`src/rtl/dpram_pkg.sv`:
```
// ---------------------------------------------------------------------------
// dpram_pkg -- shared definitions for the DPRAM port arbiter.
//   arb_state_t : arbiter lock state (ARB = free arbitration, LOCK = burst hold)
//   BEAT_BYTES  : bytes moved per memory beat
// ---------------------------------------------------------------------------
package dpram_pkg;

  typedef enum logic {
    ARB  = 1'b0,
    LOCK = 1'b1
  } arb_state_t;

  localparam int BEAT_BYTES = 16;

endpackage

```
`src/rtl/rr_pick.sv`:
```
// ---------------------------------------------------------------------------
// rr_pick -- rotate-and-priority-encode for round-robin arbitration.
//   req  : NUM_REQ-bit request vector
//   ptr  : index where the search starts (highest priority)
//   pick : one-hot winner, all zero when nothing is requested
// ---------------------------------------------------------------------------
module rr_pick #(
  parameter int NUM_REQ = 3,
  parameter int PTR_W   = 2
) (
  input  logic [NUM_REQ-1:0] req,
  input  logic [PTR_W-1:0]   ptr,
  output logic [NUM_REQ-1:0] pick
);

  logic [PTR_W-1:0] idx;

  // Walk from the farthest offset back to ptr so the last hit, i.e. the one
  // closest to ptr, is the one that survives.
  always_comb begin
    pick = '0;
    idx  = '0;
    for (int off = NUM_REQ - 1; off >= 0; off--) begin
      idx = PTR_W'((int'(ptr) + off) % NUM_REQ);
      if (req[idx]) begin
        pick      = '0;
        pick[idx] = 1'b1;
      end
    end
  end

endmodule

```
`src/rtl/dpram_port_arbiter.sv`:
```
// ---------------------------------------------------------------------------
// dpram_port_arbiter -- shares one memory port between NUM_REQ requesters.
//
// Ports
//   clk, rst_n        : rising-edge clock, asynchronous active-low reset
//   req/we/addr/wdata : per-requester request, write flag, byte address, data
//                       (addr/wdata flattened, requester i in slice i)
//   gnt               : one-hot grant, combinational, high in the issue cycle
//   rvalid            : one-hot read-data-valid, one cycle after a read grant
//   rdata             : shared read data (mem_dout passed through)
//   mem_we/addr/din   : memory port drive, zero when nothing is granted
//   mem_dout          : memory read data, valid one cycle after the read
//   err_oob           : sticky flag, set by any out-of-range grant
//   dbg_state         : arbiter lock state (always ARB without burst lock)
//
// Handshake: a requester raises req with stable we/addr/wdata and holds them
// until it sees gnt; the beat is issued and the request consumed in the
// cycle gnt is high. There is no back-pressure after the grant.
//
// Build option: define ARB_BURST_LOCK_EN to let a winner keep the port for
// up to BURST_LEN consecutive beats while others are waiting.
// ---------------------------------------------------------------------------
module dpram_port_arbiter
  import dpram_pkg::*;
#(
  parameter int ADDR_WIDTH  = 19,
  parameter int ADDR_LINE   = 519168,
  parameter int INOUT_WIDTH = 128,
  parameter int NUM_REQ     = 3,
  parameter int BURST_LEN   = 4
) (
  input  logic                           clk,
  input  logic                           rst_n,
  input  logic [NUM_REQ-1:0]             req,
  input  logic [NUM_REQ-1:0]             we,
  input  logic [NUM_REQ*ADDR_WIDTH-1:0]  addr,
  input  logic [NUM_REQ*INOUT_WIDTH-1:0] wdata,
  output logic [NUM_REQ-1:0]             gnt,
  output logic [NUM_REQ-1:0]             rvalid,
  output logic [INOUT_WIDTH-1:0]         rdata,
  output logic                           mem_we,
  output logic [ADDR_WIDTH-1:0]          mem_addr,
  output logic [INOUT_WIDTH-1:0]         mem_din,
  input  logic [INOUT_WIDTH-1:0]         mem_dout,
  output logic                           err_oob,
  output arb_state_t                     dbg_state
);

  localparam int PTR_W = (NUM_REQ > 1) ? $clog2(NUM_REQ) : 1;
  localparam logic [PTR_W-1:0] LAST_IDX = PTR_W'(NUM_REQ - 1);
  // Highest start address whose full beat still fits in the memory.
  localparam logic [ADDR_WIDTH-1:0] ADDR_MAX = ADDR_WIDTH'(ADDR_LINE - BEAT_BYTES);

  logic [PTR_W-1:0]       last_winner;
  logic [PTR_W-1:0]       start_ptr;
  logic [PTR_W-1:0]       gnt_idx;
  logic [NUM_REQ-1:0]     pick;
  logic [NUM_REQ-1:0]     gnt_int;
  logic                   we_g;
  logic [ADDR_WIDTH-1:0]  addr_g;
  logic [INOUT_WIDTH-1:0] wdata_g;
  logic                   oob;
  logic [NUM_REQ-1:0]     rvalid_q;
  logic                   rd_oob_q;
  logic                   err_q;

  assign start_ptr = (last_winner == LAST_IDX) ? '0 : last_winner + 1'b1;

  rr_pick #(
    .NUM_REQ (NUM_REQ),
    .PTR_W   (PTR_W)
  ) u_rr_pick (
    .req  (req),
    .ptr  (start_ptr),
    .pick (pick)
  );

`ifdef ARB_BURST_LOCK_EN
  localparam int CNT_W = $clog2(BURST_LEN + 1);
  localparam logic [CNT_W-1:0] CNT_MAX = CNT_W'(BURST_LEN);

  arb_state_t       state;
  logic [CNT_W-1:0] beat_cnt;     // beats already given in the current burst
  logic             lock_active;

  // last_winner is the locked requester while in LOCK, so no separate index.
  assign lock_active = (state == LOCK) && req[last_winner];

  always_comb begin
    gnt_int = pick;
    if (lock_active) begin
      gnt_int              = '0;
      gnt_int[last_winner] = 1'b1;
    end
  end

  always_ff @(posedge clk or negedge rst_n) begin
    if (!rst_n) begin
      state    <= ARB;
      beat_cnt <= '0;
    end else if (lock_active) begin
      if (beat_cnt + 1'b1 >= CNT_MAX) begin
        state    <= ARB;
        beat_cnt <= '0;
      end else begin
        beat_cnt <= beat_cnt + 1'b1;
      end
    end else if ((|pick) && (|(req & ~pick)) && (BURST_LEN > 1)) begin
      // Fresh winner with others waiting: this grant is beat 1 of a burst.
      state    <= LOCK;
      beat_cnt <= CNT_W'(1);
    end else begin
      state    <= ARB;
      beat_cnt <= '0;
    end
  end

  assign dbg_state = state;
`else
  assign gnt_int   = pick;
  assign dbg_state = ARB;
`endif

  // Reset blanks the grant immediately, without waiting for a clock.
  assign gnt = rst_n ? gnt_int : '0;

  always_comb begin
    we_g    = 1'b0;
    addr_g  = '0;
    wdata_g = '0;
    gnt_idx = '0;
    for (int i = 0; i < NUM_REQ; i++) begin
      if (gnt[i]) begin
        we_g    = we[i];
        addr_g  = addr[i*ADDR_WIDTH +: ADDR_WIDTH];
        wdata_g = wdata[i*INOUT_WIDTH +: INOUT_WIDTH];
        gnt_idx = PTR_W'(i);
      end
    end
  end

  // Out-of-range beats are still granted so the requester is not stuck,
  // but they never write and read back as zero.
  assign oob      = (|gnt) && (addr_g > ADDR_MAX);
  assign mem_we   = we_g & ~oob;
  assign mem_addr = addr_g;
  assign mem_din  = wdata_g;

  always_ff @(posedge clk or negedge rst_n) begin
    if (!rst_n) begin
      last_winner <= LAST_IDX;
      rvalid_q    <= '0;
      rd_oob_q    <= 1'b0;
      err_q       <= 1'b0;
    end else begin
      if (|gnt) begin
        last_winner <= gnt_idx;
      end
      rvalid_q <= gnt & ~we;
      rd_oob_q <= oob & ~we_g;
      err_q    <= err_q | oob;
    end
  end

  assign rvalid  = rvalid_q;
  assign rdata   = rd_oob_q ? '0 : mem_dout;
  assign err_oob = err_q;

endmodule

```
`config.mk`:
```
export PLATFORM = sky130hd
export DESIGN_NAME = dpram_port_arbiter
export DESIGN_NICKNAME = d
export VERILOG_FILES = /design/src/rtl/dpram_pkg.sv /design/src/rtl/rr_pick.sv /design/src/rtl/dpram_port_arbiter.sv
export SDC_FILE = /design/constraint.sdc
export NUM_CORES = 1
export LEC_CHECK = 0
export ABC_AREA = 1
export BUFFER_PORTS_ARGS = -buffer_cell sky130_fd_sc_hd__clkbuf_2
export CORE_AREA = 2 2 336 338
export CTS_CLUSTER_SIZE = 8
export DETAILED_ROUTE_END_ITERATION = 6
export DIE_AREA = 0 0 338 340
export SLEW_MARGIN = 20
export SYNTH_ARGS = -nofsm -noshare
export SYNTH_HDL_FRONTEND = slang
export SYNTH_SLANG_ARGS = --single-unit
```
`constraint.sdc`:
```
create_clock -name clk -period 7.2 [get_ports clk]
set_input_delay 0.36 -clock clk [delete_from_list [all_inputs] [get_ports clk]]
set_output_delay 0.36 -clock clk [all_outputs]
set_load 0.02 [all_outputs]
```
Yosys cells after proc, flatten, opt, wreduce, memory -nomap -nowiden
Cells that the tools add are included.
{"block": "op_classes", "n_addsub": 3, "n_mul": 0, "div_mod_pow": 3, "n_lt_le_gt_ge": 7, "n_eq_ne": 1, "shifts": 0, "n_mux": 29, "n_bitwise": 7, "reduce_logical": 5}
{"operator": "$mux 128", "n": 4}
{"operator": "$mod 32x3->32 const B", "n": 2}
{"operator": "$mux 19", "n": 3}
{"operator": "$mod 3x3->32 const B", "n": 1}
{"operator": "$gt 19x19->1 const B", "n": 1}
{"operator": "$mux 3", "n": 4}
{"operator": "$mux 1", "n": 10}
{"operator": "$lt 2x3->1 const B", "n": 3}
{"operator": "$bmux 1 s2", "n": 3}
{"operator": "$demux 1 s2", "n": 3}
{"operator": "$ge 2x1->1 const B", "n": 3}
{"operator": "$logic_and 1x1->1", "n": 4}
{"operator": "$mux 2", "n": 2}
{"operator": "$add 2x1->3 const B", "n": 1}
{"operator": "$add 2x2->3 const B", "n": 1}
{"operator": "$and 3x3->3", "n": 1}
{"operator": "$not 3->3", "n": 1}
{"operator": "$reduce_or 3->1", "n": 1}
{"operator": "$add 2x1->2 const B", "n": 1}
{"operator": "$and 1x1->1", "n": 2}
{"operator": "$eq 2x2->1 const B", "n": 1}
{"operator": "$not 1->1", "n": 2}
{"operator": "$or 1x1->1", "n": 1}
{"block": "totals", "reg_bits": 7, "latchBits": 0, "mem_bits_rw": 0, "rom_bits": 0, "input_bits": 577, "memories": 0}

Logic depth before layout (Yosys ltp)
Gate-level depths: netlist of the first run.
{"block": "logic_depth", "word_depth": 19, "mapped_depth": 23, "ltp_nobuf": 23}

Modules after synthesis
Synthesis of the first run repeated with hierarchy kept, for this count alone.
{"block": "unflattened", "hier_cells": 1076, "area_unflattened_um2": 4777.1}
{"mod": "dpram_port_arbiter", "instances": 1, "cells_per_inst": 1030, "area_per_inst_um2": 4530.6, "seq_area_each_um2": 176.4}
{"mod": "rr_pick", "instances": 1, "cells_per_inst": 46, "area_per_inst_um2": 246.5, "seq_area_each_um2": 0.0}

Worst setup path after synthesis of the first run
Ideal clock, no wire load.
{"block": "synth_timing", "path_type": "register to output", "start": "register last_winner[0]", "end": "output mem_we", "arrival_ns": 2.747, "setup_slack_ns": 4.093, "path_stages_with_launch": 21, "path_buffers": 2, "path_cell_list": "dfrtp_1 -> nor2_2 -> inv_2 -> ha_1 -> inv_1 -> nand2_1 -> nand2_1 -> o21ai_0 -> nand2_1 -> nand2_1 -> nand2_1 -> nand2_2 -> buf_6 -> buf_6 -> nand3_1 -> nand2_1 -> nor2_1 -> nand2_1 -> nor2_1 -> a21oi_2 -> a21oi_1"}
{"block": "synth_between", "elab_chain_len": 19, "word_cells_on_any_way": 44, "cone_classes": "add/sub (3); div (3); order compare (7); eq/ne (1); mux (23); bitwise (2); reduce/logical (5)"}
{"element": "start, declared", "line_no": "dpram_port_arbiter.sv:54", "source": "logic [PTR_W-1:0] last_winner;"}
{"element": "start signal, assigned", "line_no": "dpram_port_arbiter.sv:157", "source": "last_winner <= gnt_idx;"}
{"element": "$add 2x1->2 / $eq 2x2->1 (equally long branches)", "line_no": "dpram_port_arbiter.sv:67", "source": "assign start_ptr = (last_winner == LAST_IDX) ? '0 : last_winner + 1'b1;"}
{"element": "$mux 2 *", "line_no": "dpram_port_arbiter.sv:67"}
{"element": "$add 2x2->3", "line_no": "rr_pick.sv:24", "source": "idx = PTR_W'((int'(ptr) + off) % NUM_REQ);"}
{"element": "$mod 32x3->32", "line_no": "rr_pick.sv:24"}
{"element": "$lt 2x3->1 (implied by the code) / $ge 2x1->1 (equally long branches)", "line_no": "rr_pick.sv:27", "source": "pick[idx] = 1'b1;"}
{"element": "$logic_and 1x1->1 (implied by the code)", "line_no": "rr_pick.sv:27"}
{"element": "$mux 1 (implied by the code)", "line_no": "rr_pick.sv:27"}
{"element": "$demux 1 s2"}
{"element": "[... 3 more ...]"}
{"element": "$mux 3 *", "line_no": "dpram_port_arbiter.sv:125", "source": "assign gnt = rst_n ? gnt_int : '0;"}
{"element": "$mux 19 (2 in series)", "line_no": "dpram_port_arbiter.sv:133", "source": "if (gnt[i]) begin"}
{"element": "$mux 19 *", "line_no": "dpram_port_arbiter.sv:133"}
{"element": "net mem_addr[10]", "line_no": "dpram_port_arbiter.sv:42", "source": "output logic [ADDR_WIDTH-1:0] mem_addr,"}
{"element": "$gt 19x19->1 *", "line_no": "dpram_port_arbiter.sv:144", "source": "assign oob = (|gnt) && (addr_g > ADDR_MAX);"}
{"element": "$logic_and 1x1->1 *", "line_no": "dpram_port_arbiter.sv:144"}
{"element": "$not 1->1 *", "line_no": "dpram_port_arbiter.sv:145", "source": "assign mem_we = we_g & ~oob;"}
{"element": "$and 1x1->1 *", "line_no": "dpram_port_arbiter.sv:145"}
{"element": "end, declared", "line_no": "dpram_port_arbiter.sv:41", "source": "output logic mem_we,"}
The timed path passes the listed nets; every way through them passes the cells marked *. The select of a mux whose other input is x is not followed.

Final worst setup path of the first run
{"block": "layout_timing", "start": "register last_winner[0]", "end": "output mem_din[96]"}
{"block": "layout_between", "elab_chain_len": 15, "word_cells_on_any_way": 36, "cone_classes": "add/sub (3); div (3); order compare (6); eq/ne (1); mux (20); reduce/logical (3)"}
{"element": "$add 2x1->2 / $eq 2x2->1 (equally long branches)", "line_no": "dpram_port_arbiter.sv:67"}
{"element": "$mux 2 *", "line_no": "dpram_port_arbiter.sv:67"}
{"element": "$add 2x2->3", "line_no": "rr_pick.sv:24"}
{"element": "$mod 32x3->32", "line_no": "rr_pick.sv:24"}
{"element": "$lt 2x3->1 (implied by the code) / $ge 2x1->1 (equally long branches)", "line_no": "rr_pick.sv:27"}
{"element": "$logic_and 1x1->1 (implied by the code)", "line_no": "rr_pick.sv:27"}
{"element": "$mux 1 (implied by the code)", "line_no": "rr_pick.sv:27"}
{"element": "$demux 1 s2"}
{"element": "$mux 3 (2 in series)", "line_no": "rr_pick.sv:25", "source": "if (req[idx]) begin"}
{"element": "$mux 3 *", "line_no": "rr_pick.sv:25"}
{"element": "$mux 3 *", "line_no": "dpram_port_arbiter.sv:125"}
{"element": "$mux 128 (2 in series)", "line_no": "dpram_port_arbiter.sv:133"}
{"element": "$mux 128 *", "line_no": "dpram_port_arbiter.sv:133"}
{"element": "end, declared", "line_no": "dpram_port_arbiter.sv:43", "source": "output logic [INOUT_WIDTH-1:0] mem_din,"}
Mark *: on every way between the ends. The rest lies on a longest branch, timed or not. The select of a mux whose other input is x is not followed.

==> results of run 1 <==
-- synthesized netlist by cell type, drive strengths merged --
| cell type | instances |
|---|---|
| dfrtp | 6 |
| inv | 170 |
| o21ai | 133 |
| dfstp | 1 |
| conb | 1 |
| nand4 | 2 |
| a21oi | 6 |
| nor2 | 168 |
| nand2 | 235 |
| nand3 | 33 |
| nor3 | 1 |
| clkbuf | 37 |
| a22oi | 128 |
| ha | 1 |
| or2 | 6 |
| buf | 43 |
-- registers in the layout (all words and copies together) (netlist names) --
signal and flops:
rd_oob_q 1, last_winner 2, err_oob 1, rvalid 3
-- kinds of logic (layout without fill, tap and decap cells) --
kind of cell	count (synthesis)	count (layout)	synth area share [%]
AO/OA/AOI/OAI	267	267	35.5
AND/OR/NAND/NOR	445	445	38.4
buffers and inverters	250	1039	21.9
adder cells (fa/ha/maj)	1	1	0.265
flip-flops	7	7	3.74
other	1	21	0.0796
-- metrics by stage --
step / utilization [%] / total power [mW] / instances / hold WS (ns)
3_3_place_gp: 9.48 / 4.29 / 3256 / 0.277
6_report: 9.60 / 4.38 / 3280 / 0.0202
2_1_floorplan: - / 2.25 / 971 / 0.0644
3_5_place_dp: 9.48 / 4.32 / 3256 / 0.274
4_1_cts: 9.55 / 4.44 / 3260 / 0.0305
5_1_grt: 9.56 / 4.72 / 3262 / 0.0385
-- final cells by class --
class,instances,area share (%)
multi-input cells,714,32.7
inverters,170,6.03
repair buffers,865,40.8
flip-flops and latches,7,1.68
diodes,20,0.467
clock buffers,4,0.736
well taps,1500,17.5
-- worst register-to-register path: stages (launching register included) --
cell,delay (ns)
dfrtp_1,0.44
nor2_2,0.24
inv_2,0.09
ha_1,0.35
inv_1,0.13
nand2_1,0.09
nand2_1,0.13
nand3_1,0.09
nand2_1,0.08
inv_1,0.06
nand2_4,0.12
nand2_4,0.10
nor2_4,0.48
nand2_1,0.10
nand3_1,0.10
nand2_1,0.09
nor2_1,0.37
nand3_1,0.19
a21oi_2,0.16
nand2_1,0.12
nor2_1,0.11
-- report_power, final --
| part | switching (mW) | internal, mW |
|---|---|---|
| combinational | 3.21 | 0.999 |
| sequential | 0.0160 | 0.0517 |
| clock | 0.0251 | 0.0741 |
| total | 3.25 | 1.12 |
-- worst paths after layout --
path	startpoint	endpoint	slack [ns]	depth (start not counted)
min in group clk	we[2]	rvalid[2]$_DFF_PN0_	0.36	2
max in group asynchronous	rst_n	last_winner[1]$_DFFE_PN1P_	6.88	1
min	rst_n	last_winner[0]$_DFFE_PN0P_	0.02	1
max	last_winner[0]$_DFFE_PN0P_	mem_din[96]	2.46	16
min reg2reg	err_oob$_DFF_PN0_	err_oob$_DFF_PN0_	0.47	2
max reg2reg	last_winner[0]$_DFFE_PN0P_	rd_oob_q$_DFF_PN0_	3.47	20
-- metal layers --
layer	vias up	track usage [%]	routed length, um
li1	4702	-	-
met1	5025	19.3	39200
met2	754	25.7	43600
met3	198	11.7	16500
met4	94	1.17	1290
met5	-	0	613
==> impl_metrics.toml, run 1 <==
[outcome]
outcome = "finished with violations"
violations = "design-rule violations"

[hold_path]
hold_class = "in -> async"

[layout]
multi_input_area_sq_mm = 0.00350
drive_gt1_share_pct = 51.1
area_delta_synth_final_pct = 127
design_area_sq_mm = 0.0107
layout_commonest_cell = "clkbuf_2"
n_fill_cell = 13400
fin_nets = 2339
register_area_sq_um = 180
most-common-layout-cells = "clkbuf_2, nand2_1, inv_1"

[setup_path]
crit_type = "reg -> out"
startpoint_type = "register"
crit_chain = "nor2_2 > inv_2 > ha_1 > inv_1 > nand2_1 > nand2_1 > nand3_1 > nand2_1 > inv_1 > nand2_4 > nand2_4 > nor2_4 > buf_12 > a22oi_1 > o21ai_0 > clkbuf_2"
crit_buf_inv = 5
cp.required_ns = 6.84
worstPathMaxFanout = 126
max_stage_delay_ns = 0.48
crit_path_end_kind = "output pin"
critPathArrivalTime_ns = 4.38
crit_top_cell = "nand2_1"
critPathTopFamily = "simple AND/OR/NAND/NOR gates"
slowest_stage = "nor2_4"

[global_routing]
grt_pass1_vias = 9790
grt_pass1_wl_um = 120000
overflow = 0
grt_antenna_before_repair = 99
grt_usage_pct = 16.6
grt_max_degree = 136

[placement]
detailed_place.area_sq_mm = 0.0106
port-buffer-count = 859
hpwl_um = 93700
gp_congestion = 0.974
pre_cts_ws_ns = 2.92

[logic_synthesis]
syn_inst = 971
synth_warnings = 0
synthTopCellsByArea = "a22oi_1, nand2_1, o21ai_0"
yosysTopAreaCell = "a22oi_1"
synth_top_area_share_pct = 20.4
ys_ff_latch = 7
syn_area_sq_mm = 0.00471
synth-seq-area-share_pct = 3.74
yosysUniqueCellTypes = 27
synth_area_per_cell_sq_um = 4.85
syn_nets = 1549

[sta]
max_slew_margin_pct = 33.1
fin_ws_ns = 2.46
finalSetupTns_ns = 0
finalMaxSlewViolations = 0
rsz0062_at_grt = "false"
period_minus_slack_ns = 4.74
worst_clock_skew_ns = 0.00643
setup_violations = 0
timing.final.crit_share_pct = 65.9
hold_violations = 0
fmaxAchievable_ghz = 0.211
tightest_slew_ns = 1.00

[routing]
drtPass1Iterations = 6
drt_wl_total_um = 101000
ant_nets = 0
vias = 10800
drc = 2
drtIter0Drc = 964
wl_per_cell_um = 30.9
post_drt_via_cell_ratio = 3.28

[floorplan]
fp-row-count = 123
die_area_sq_mm = 0.115
die_w_um = 338
core_area_sq_mm = 0.112
fp.dieH_um = 340
io_pins = 861
start_util_pct = 4.22

[pwr]
ir_drop_mv = 0.248
powerDensity_mw_per_mm2 = 409
power_leakage_nw = 6.01

[clock_network]
clk_latency_ns = 0.24
cts.repair.resized = 0
root_buffer = "clkbuf_16"
holdBufCountCts = 0
cts_tree = "yes"
clock-sinks = 7
cts_buffers = 3
post-cts-setup-buffers = 0
cts.path.max_buffers = 2
path_clk_slew_ns = 0.04
htreeDepth = 1

[flow_run]
max-cap-violations = 0
No activity file was read; power rests on OpenSTA's default activity.
==> inputs of run 2 (changes only) <==
--- a/config.mk
+++ b/config.mk
@@ -7,10 +7,10 @@
 export LEC_CHECK = 0
 export ABC_AREA = 1
 export BUFFER_PORTS_ARGS = -buffer_cell sky130_fd_sc_hd__clkbuf_2
-export CORE_AREA = 2 2 336 338
+export CORE_AREA = 2 2 334 336
 export CTS_CLUSTER_SIZE = 8
 export DETAILED_ROUTE_END_ITERATION = 6
-export DIE_AREA = 0 0 338 340
+export DIE_AREA = 0 0 336 338
 export SLEW_MARGIN = 20
 export SYNTH_ARGS = -nofsm -noshare
 export SYNTH_HDL_FRONTEND = slang
==> constraint.sdc (replaced) <==
create_clock -name clk -period 4.9 [get_ports clk]
set_input_delay 0.245 -clock clk [delete_from_list [all_inputs] [get_ports clk]]
set_output_delay 0.245 -clock clk [all_outputs]
set_load 0.02 [all_outputs]
==> impl_metrics.toml, run 2 (synthesized netlist as in run 1, its figures left out) <==
[outcome]
outcome = "finished with violations"
violations = "design-rule violations"

[setup_path]
cp.required_ns = 4.66
critPathArrivalTime_ns = 4.14
worstPathMaxFanout = 22
crit_path_start = "last_winner[0]$_DFFE_PN0P_"
endpoint = "mem_we"
reg2reg_from = "last_winner[0]$_DFFE_PN0P_"
crit_path_end_kind = "output pin"
crit_type = "reg -> out"
startpoint_type = "register"
reg2regPathDepth = 21
ff2ff_setup_slack_ns = 1.06
r2r_end = "rd_oob_q$_DFF_PN0_"

[floorplan]
die_area_sq_mm = 0.114
die_w_um = 336
fp.dieH_um = 338
io_pins = 861
start_util_pct = 4.28
core_area_sq_mm = 0.110
fp-row-count = 122

[global_routing]
grt_pass1_wl_um = 114000
gr-usage-met3_pct = 12.6
globalRouteMet1Util_pct = 18.5
overflow = 0
grt_usage_pct = 16.0
grt_antenna_before_repair = 96
use_met2_pct = 22.5
top_usage_layer = "met2"
grt_pass1_vias = 9384
grt_max_degree = 93

[placement]
place_inst = 3253
port-buffer-count = 859
detailed_place.area_sq_mm = 0.0107
hpwl_um = 90900
pre_cts_ws_ns = 0.844
gp_congestion = 0.989

[pwr]
power_leakage_nw = 6.07
total_power_mw = 6.42
ir_drop_mv = 0.331
powerDensity_mw_per_mm2 = 593

[sta]
rsz0062_at_grt = "false"
tightest_slew_ns = 0.860
finalSetupTns_ns = 0
fmaxAchievable_ghz = 0.228
worst_clock_skew_ns = 0.00860
fin_ws_ns = 0.519
fin_hold_ws_ns = 0.224
setup_violations = 0
period_minus_slack_ns = 4.38
max_slew_margin_pct = 42.6
hold_violations = 0
timing.final.crit_share_pct = 89.4
finalMaxSlewViolations = 0

[flow_run]
max-cap-violations = 0

[routing]
drc = 1
drt_wl_total_um = 97500
drtIter0Drc = 878
post_drt_via_cell_ratio = 3.22
ant_nets = 0
drtPass1Iterations = 7
wl_per_cell_um = 29.6
vias = 10600

[layout]
fin_nets = 2349
largest_register_ff_count = 3
area_delta_synth_final_pct = 130
most-common-layout-cells = "clkbuf_2, nand2_1, inv_1"
layout_commonest_cell = "clkbuf_2"
fin_cells = 3294
design_area_sq_mm = 0.0108
utilization_pct = 9.84
n_fill_cell = 13100
drive_gt1_share_pct = 51.3

[clock_network]
cts_buffers = 3
holdBufCountCts = 1
htreeDepth = 1
clk_latency_ns = 0.24
root_buffer = "clkbuf_16"
cts.path.max_buffers = 2
post-cts-setup-buffers = 0
cts.repair.resized = 0
clock-sinks = 7
cts_tree = "yes"
path_clk_slew_ns = 0.04

[hold_path]
hold_class = "in -> reg"
## run 2: worst min-delay path by stage
stage          slack, ns  start                   to  depth (start not counted)
4_1_cts             0.22  we[1]  rvalid[1]$_DFF_PN0_                          2
3_3_place_gp        0.15  rst_n  rvalid[1]$_DFF_PN0_                          1
2_1_floorplan      -0.05  rst_n    err_oob$_DFF_PN0_                          0
5_1_grt             0.24  we[1]  rvalid[1]$_DFF_PN0_                          2
6_report            0.22  we[1]  rvalid[1]$_DFF_PN0_                          2
3_5_place_dp        0.16  rst_n  rvalid[1]$_DFF_PN0_                          1
## run 2: power by group
group	switching [mW]	internal, mW
clock	0.0350	0.109
sequential	0.0182	0.0760
combinational	4.66	1.52
## run 2: worst max-delay path: stages (launching register included)
cell      delay, ns
dfrtp_1        0.45
nor2_2         0.25
inv_2          0.09
ha_1           0.36
inv_1          0.11
nand2_1        0.08
nand2_1        0.09
o21ai_0        0.24
nand2_1        0.10
nand2_1        0.07
nand2_1        0.11
nand2_2        0.37
buf_4          0.37
nor2_1         0.07
inv_1          0.06
nand2_1        0.09
nor2_1         0.12
nand2_1        0.06
nor2_1         0.23
a21oi_2        0.13
a21oi_1        0.21
clkbuf_2       0.23
## run 2: final cells by class
cell class	instances	area (sq um)	area share, %
timing repair buffer	875	4470	41.3
multi-input combinational	714	3500	32.3
tap	1488	1860	17.2
inverter	170	646	5.96
sequential	7	180	1.66
antenna	36	90.1	0.832
clock buffer	4	78.8	0.728
## run 2: per-layer routing
layer	up-vias	routed length [um]
met5	-	610
met4	76	2490
met3	180	18200
met2	801	39100
met1	4780	37100
li1	4760	-
==> inputs of run 3 (changes only) <==
--- a/config.mk
+++ b/config.mk
@@ -7,10 +7,10 @@
 export LEC_CHECK = 0
 export ABC_AREA = 1
 export BUFFER_PORTS_ARGS = -buffer_cell sky130_fd_sc_hd__clkbuf_2
-export CORE_AREA = 2 2 334 336
+export CORE_AREA = 2 2 336 338
 export CTS_CLUSTER_SIZE = 8
 export DETAILED_ROUTE_END_ITERATION = 6
-export DIE_AREA = 0 0 336 338
+export DIE_AREA = 0 0 338 340
 export SLEW_MARGIN = 20
 export SYNTH_ARGS = -nofsm -noshare
 export SYNTH_HDL_FRONTEND = slang
==> constraint.sdc (replaced) <==
create_clock -name clk -period 5.3 [get_ports clk]
set_input_delay 0.265 -clock clk [delete_from_list [all_inputs] [get_ports clk]]
set_output_delay 0.265 -clock clk [all_outputs]
set_load 0.02 [all_outputs]
==> impl_metrics.toml, run 3 (synthesized netlist as in run 1, its figures left out) <==
[layout]
drive_gt1_share_pct = 51.1
n_fill_cell = 13500
largest_register_ff_count = 3
area_delta_synth_final_pct = 128
utilization_pct = 9.64
layout_commonest_cell = "clkbuf_2"
fin_cells = 3281
design_area_sq_mm = 0.0108
most-common-layout-cells = "clkbuf_2, nand2_1, inv_1"
fin_nets = 2343

[sta]
setup_violations = 0
tightest_slew_ns = 1.09
hold_violations = 0
finalMaxSlewViolations = 0
timing.final.crit_share_pct = 94.0
rsz0062_at_grt = "false"
fmaxAchievable_ghz = 0.201
worst_clock_skew_ns = 0.000751
max_slew_margin_pct = 26.7
finalSetupTns_ns = 0
period_minus_slack_ns = 4.98

[hold_path]
worstHoldStart = "we[1]"
hold_class = "in -> reg"

[clock_network]
cts_tree = "yes"
clk_latency_ns = 0.24
path_clk_slew_ns = 0.04
root_buffer = "clkbuf_16"
htreeDepth = 1
post-cts-setup-buffers = 0
cts.repair.resized = 0
cts.path.max_buffers = 2
cts_buffers = 3
holdBufCountCts = 1
clock-sinks = 7

[routing]
wl_per_cell_um = 31.7
drtIter0Drc = 748
post_drt_via_cell_ratio = 3.19
vias = 10500
drt_wl_total_um = 104000
drtPass1Iterations = 6
drc = 0
ant_nets = 0

[floorplan]
die_area_sq_mm = 0.115
start_util_pct = 4.22
fp.dieH_um = 340
io_pins = 861
core_area_sq_mm = 0.112
die_w_um = 338
fp-row-count = 123

[pwr]
seqPwrFrac_pct = 1.5
powerDensity_mw_per_mm2 = 552
power.switching_mw = 4.38
combinationalPowerShare_pct = 96.2
clockPowerShare_pct = 2.3
total_power_mw = 5.94
ir_drop_mv = 0.235
p_int_mw = 1.55
power_leakage_nw = 6.04
switching_share_pct = 73.8

[global_routing]
overflow = 0
grt_pass1_wl_um = 122000
grt_max_degree = 108
grt_usage_pct = 17.1
grt_antenna_before_repair = 96
grt_pass1_vias = 9893

[placement]
hpwl_um = 96400
port-buffer-count = 859
place_inst = 3259
detailed_place.area_sq_mm = 0.0106
gp_congestion = 0.920

[setup_path]
crit_path_end_kind = "output pin"
crit_type = "reg -> out"
worstPathMaxFanout = 107
crit_path_start = "last_winner[0]$_DFFE_PN0P_"
reg2reg_from = "last_winner[0]$_DFFE_PN0P_"
startpoint_type = "register"
critPathArrivalTime_ns = 4.72
cp.required_ns = 5.04

[outcome]
outcome = "finished, final reports clean"

[flow_run]
max-cap-violations = 0
[run 3: cell count changes in the layout (fill, tap and decap cells not counted), sizes merged]
cell	before	now
buf	15	9
diode	36	17
[run 3: worst paths after layout]
kind                                         endpoint  slack (ns)  depth (start not counted)
hold / removal                    rvalid[1]$_DFF_PN0_        0.28                          2
setup reg to reg                   rd_oob_q$_DFF_PN0_        1.18                         19
min in group asynchronous         rvalid[0]$_DFF_PN0_        0.49                          2
setup / recovery                          mem_din[44]        0.32                         15
hold reg to reg                     err_oob$_DFF_PN0_        0.46                          2
max in group asynchronous  last_winner[1]$_DFFE_PN1P_        4.49                          2
[run 3: worst max-delay path, stage by stage (launching register included)]
cell and delay (ns):
dfrtp_1 0.44, nor2_2 0.22, inv_2 0.08, ha_1 0.36, inv_1 0.09, nand2_1 0.06
nand2_1 0.08, o21ai_0 0.15, nand2_1 0.07, nand2_1 0.06, nand2_1 0.11, nand2_2 0.73
inv_8 0.40, buf_12 0.33, o21ai_0 0.89, clkbuf_2 0.32
[run 3: power by group through the flow]
stage | Sequential, mW | Combinational, mW | Clock [mW]
6_report | 0.0905 | 5.71 | 0.136
5_1_grt | 0.0901 | 6.20 | 0.142
4_1_cts | 0.0888 | 5.83 | 0.139
3_5_place_dp | 0.0892 | 5.80 | 0
3_3_place_gp | 0.0897 | 5.83 | 0
2_1_floorplan | 0.0892 | 2.96 | 0
[run 3: cell type report]
type | instances | area, sq um | area share [%]
Tap cell | 1500 | 1880 | 17.5
Timing Repair Buffer | 869 | 4430 | 41.2
Multi-Input combinational cell | 714 | 3500 | 32.6
Clock buffer | 4 | 78.8 | 0.733
Inverter | 170 | 646 | 6.00
Antenna cell | 17 | 42.5 | 0.396
Sequential cell | 7 | 180 | 1.68
[run 3: stage by stage]
stage | setup WS (ns) | hold WS (ns)
floorplan | 2.29 | -0.0306
global placement | 0.505 | 0.193
detailed placement | 0.641 | 0.192
CTS | 0.390 | 0.263
global route | 0.0850 | 0.269
finish | 0.316 | 0.280
[run 3: per-layer routing]
metal | GRT usage, % | vias to the layer above | wire length, um
met3 | 12.4 | 191 | 17200
met1 | 19.1 | 4793 | 39200
li1 | - | 4716 | -
met5 | 0 | - | 627
met4 | 3.66 | 98 | 2210
met2 | 26.1 | 672 | 44700
